### src/rtl/cpu_fetch_unit.sv
// Prefetching instruction-fetch stage: sequential fetch with wait-request handling,
// a DEPTH-entry {pc,instr} FIFO toward decode, and redirect flush.
module cpu_fetch_unit #(
    parameter int                ADDR_W   = 16,
    parameter int                DATA_W   = 16,
    parameter int                DEPTH    = 4,
    parameter int                PC_INC   = 2,
    parameter logic [ADDR_W-1:0] RESET_PC = '0
) (
    input  logic                       clk,
    input  logic                       reset,
    output logic [ADDR_W-1:0]          o_pc_addr,
    output logic                       o_pc_rd,
    input  logic                       i_pc_waitreq,
    input  logic [DATA_W-1:0]          i_pc_rddata,
    output logic                       o_ir_valid,
    input  logic                       i_ir_ready,
    output logic [DATA_W-1:0]          o_ir,
    output logic [ADDR_W-1:0]          o_ir_pc,
    input  logic                       i_redirect,
    input  logic [ADDR_W-1:0]          i_redirect_pc,
    output logic [$clog2(DEPTH):0]     o_count
);

    localparam int PW = $clog2(DEPTH);
    localparam int CW = PW + 1;

    logic [ADDR_W-1:0] fetch_pc;
    logic              inflight;
    logic [ADDR_W-1:0] inflight_pc;

    logic [ADDR_W-1:0] fifo_pc [DEPTH];
    logic [DATA_W-1:0] fifo_ir [DEPTH];
    logic [PW-1:0]     rd_ptr;
    logic [PW-1:0]     wr_ptr;
    logic [CW-1:0]     count;

    logic credit_ok;
    logic accept;
    logic push;
    logic pop;

    // In-flight word reserves a slot so the FIFO can never overflow; pops are not credited.
    assign credit_ok  = ({1'b0, count} + {{CW{1'b0}}, inflight}) < (CW+1)'(DEPTH);
    assign o_pc_rd    = !reset && !i_redirect && credit_ok;
    assign o_pc_addr  = fetch_pc;
    assign accept     = o_pc_rd && !i_pc_waitreq;

    assign o_ir_valid = !reset && (count != '0) && !i_redirect;
    assign o_ir       = fifo_ir[rd_ptr];
    assign o_ir_pc    = fifo_pc[rd_ptr];
    assign o_count    = count;

    assign push = inflight && !i_redirect;
    assign pop  = o_ir_valid && i_ir_ready;

    always_ff @(posedge clk) begin
        if (reset) begin
            fetch_pc    <= RESET_PC;
            inflight    <= 1'b0;
            inflight_pc <= RESET_PC;
            rd_ptr      <= '0;
            wr_ptr      <= '0;
            count       <= '0;
        end else if (i_redirect) begin
            fetch_pc <= i_redirect_pc;
            inflight <= 1'b0;
            rd_ptr   <= '0;
            wr_ptr   <= '0;
            count    <= '0;
        end else begin
            assert (!(push && count == CW'(DEPTH)));
            assert (!(pop && count == '0));
            inflight <= accept;
            if (accept) begin
                fetch_pc    <= fetch_pc + ADDR_W'(PC_INC);
                inflight_pc <= fetch_pc;
            end
            if (push) wr_ptr <= wr_ptr + PW'(1);
            if (pop)  rd_ptr <= rd_ptr + PW'(1);
            case ({push, pop})
                2'b10:   count <= count + CW'(1);
                2'b01:   count <= count - CW'(1);
                default: count <= count;
            endcase
        end
    end

    // Storage needs no reset: entries are only read once count says they are valid.
    always_ff @(posedge clk) begin
        if (!reset && push) begin
            fifo_pc[wr_ptr] <= inflight_pc;
            fifo_ir[wr_ptr] <= i_pc_rddata;
        end
    end

endmodule

### config.mk
export PLATFORM = sky130hd
export DESIGN_NAME = cpu_fetch_unit
export DESIGN_NICKNAME = d
export VERILOG_FILES = /design/src/rtl/cpu_fetch_unit.sv
export SDC_FILE = /design/constraint.sdc
export NUM_CORES = 1
export LEC_CHECK = 0
export BUFFER_PORTS_ARGS = -buffer_cell sky130_fd_sc_hd__buf_4
export CORE_MARGIN = 3
export CORE_UTILIZATION = 51
export CTS_CLUSTER_DIAMETER = 200
export DETAILED_ROUTE_END_ITERATION = 10
export GPL_TIMING_DRIVEN = 0
export PLACE_DENSITY = 0.75
export SLEW_MARGIN = 20
export SYNTH_ARGS = -nofsm -noshare
export SYNTH_HDL_FRONTEND = slang
export SYNTH_SLANG_ARGS = --single-unit
### constraint.sdc
create_clock -name clk -period 2.6 [get_ports clk]
set_input_delay 0.39 -clock clk [delete_from_list [all_inputs] [get_ports clk]]
set_output_delay 0.39 -clock clk [all_outputs]
set_load 0.02 [all_outputs]
==> impl_metrics.toml <==
[route]
drc = 0
ant_nets = 0
via_per_inst = 5.53
first_pass_iters = 4
wl_microns = 12500
wl_per_cell_microns = 18.0
drtIter0Drc = 246
vias = 3855

[global_routing]
grt_pass1_wl_microns = 20300
grt_pass1_vias = 3962
antenna_found_initial = 0
grtUsageTotal_pct = 18.8
gr-total-overflow = 0
grt_max_degree = 22

[cells_and_area]
nNetsFinal = 560
stdcell_area_sq_um = 8030
area_delta_synth_final_pct = 22.6
diodes = 0
drive_gt1_share_pct = 31.6

[floorplan]
fp.dieH_microns = 119
coreArea_sq_um = 12300
die_area_sq_um = 14200
num_rows = 40
pin_count = 90
die_x_microns = 119
start_util_pct = 53.4

[sta]
setup_slack_ns = 0.0407
drv_slew = 0
fin_setup_tns_ns = 0
setup_viol = 0
hold_ws_ns = 0.174
period_share_pct = 98.4
rsz0062_at_grt = "true"
fmax_ghz = 0.391
slew_headroom_pct = 57.1
fin_crit_ns = 2.56
clock_skew_ns = 0.00831
worst_pin_slew_ns = 0.643
final-hold-violation-count = 0

[critical_path]
critPathRequiredTime_ns = 2.21
crit_path_start_kind = "flop"
cp_data_arrival_time_ns = 2.17
endpoint_kind = "primary output"
r2r-start = "o_count[2]$_SDFFE_PP0P_"
worst-setup-path-type = "flop to primary output"
crit_fanout = 10
reg2reg_slack_ns = 0.30
r2r_end = "o_count[2]$_SDFFE_PP0P_"
worst-r2r-cell-count = 8
crit_path_end = "o_ir_pc[5]"

[placement]
place_hpwl_microns = 8390
pre_cts_ws_ns = -0.231
gp_congestion = 0.900
io_buffers = 87
dpl-instance-area_sq_um = 7530

[cts]
clk_latency_ns = 0.41
clockRootBuffer = "clkbuf_16"
path_clk_slew_ns = 0.06
cts_hold_buf = 0
cts_made_buffers = 17
cts_tree = "done"
cts_max_path_buffers = 2
cts.htree.levels = 4
clock_sinks = 170
postCtsSetupBuffers = 0

[synth]
yosys-top-cells-area = "edfxtp_1 (59%), dfxtp_1 (13%), mux4_2 (11%)"
synth.most_common_cell = "edfxtp_1"
synth_cells = 406
syn_area_sq_um = 6550
ys.flop_type = "edfxtp_1"
synth_top_cell_area_share_pct = 58.7
syn_nets = 450
yosysSeqAreaShare_pct = 71.5
synth-seq-cells = 170
synth_area_per_cell_sq_um = 16.1
synth_cell_type_count = 41
synth-warning-count = 0
synth-edff-count = 128
synth.largest_area_cell = "edfxtp_1"
async_flop_share_pct = 0
synthTopCellsByCount = "edfxtp_1 (128), nand2_1 (47), dfxtp_1 (42), mux4_2 (32), a21oi_1 (28)"

[pwr]
irDropWorstVdd_mv = 0.477
power_density_nw_per_um2 = 661
leakage_nw = 2.71
p_total_mw = 5.31

[worst_hold_path]
worstHoldPathType = "primary input to flop"
min_path_cells = 1
holdCritStartpoint = "i_pc_rddata[6]"

[job]
max_cap_viol_count = 0

[status]
status = "finished clean"
## per-stage QoR
| stage | util, % | cells |
|---|---|---|
| final | 65.5 | 697 |
| after floorplan | - | 406 |
| after detailed placement | 61.4 | 665 |
| after global routing | 65.5 | 697 |
| after global placement | 60.4 | 661 |
| after CTS | 65.4 | 697 |
## placed cells by master, fill, tap and decap left out, drive strengths merged, types with 3 or more instances in the layout
cell type,instances
ha,6
a31oi,5
xor2,5
clkbuf,35
nand3,4
nand2,48
inv,6
mux4,32
mux2i,4
dfxtp,42
and3,6
nand4,8
xnor2,5
a211oi,3
or3,3
nor3,4
clkinv,4
a21oi,28
nor2,22
nor4,4
buf,104
edfxtp,128
o21ai,8
## layer usage
layer | wire (microns) | share of wire [%] | track usage (%)
met1 | 5190 | 41 | 24.0
met4 | 204 | 1.6 | 7.02
met3 | 917 | 7.3 | 5.94
met5 | 0 | 0 | 0
met2 | 6220 | 50 | 30.4
## worst min path at each step
stage	to
2_1_floorplan	fifo_pc[0][0]$_DFFE_PP_
3_3_place_gp	inflight_pc[0]$_SDFFE_PP0P_
3_5_place_dp	inflight_pc[0]$_SDFFE_PP0P_
4_1_cts	fifo_ir[1][6]$_DFFE_PP_
5_1_grt	fifo_ir[0][2]$_DFFE_PP_
6_report	fifo_ir[2][6]$_DFFE_PP_
## area by class of cell
cell class                      instances  area, sq um
Inverter                                7         26.3
Sequential cell                       170         4680
Clock buffer                           28          477
Tap cell                              168          210
Multi-Input combinational cell        209         1740
Fill cell                             882         4230
Buffer                                 20          104
Timing Repair Buffer                   91          763
Clock inverter                          4         22.5
## power breakdown
group,switching [mW],internal [mW]
Combinational,0.112,0.0969
Sequential,0.0373,2.93
Clock,0.894,1.24
## logic make-up (layout without fill, tap and decap cells)
logic type	after synthesis	in the layout	synth area share, %
xor+xnor	10	10	1.34
buf+inv	27	150	1.99
flops	170	170	71.5
compound gates	48	48	4.05
mux	37	37	11.8
simple gates	107	107	7.84
fa+ha+maj	7	7	1.45
## registers in the layout (all words and copies together), names as in the netlist, named ones only
name	flops
fifo_ir	64
fifo_pc	64
inflight_pc	16
o_pc_addr	16
o_count	3
rd_ptr	2
wr_ptr	2
inflight	1
## timing repair
item                       in CTS  in global routing
hold endpoints to repair        0                  0
resized for setup               0                  1
setup endpoints to repair      17                 31
## critical path, cell delays in order, from the launching register on
cell and delay (ns):
dfxtp_1 0.32, clkbuf_1 0.26, buf_2 0.41, mux4_2 0.58, buf_4 0.18
(Power assumes the default switching activity.)
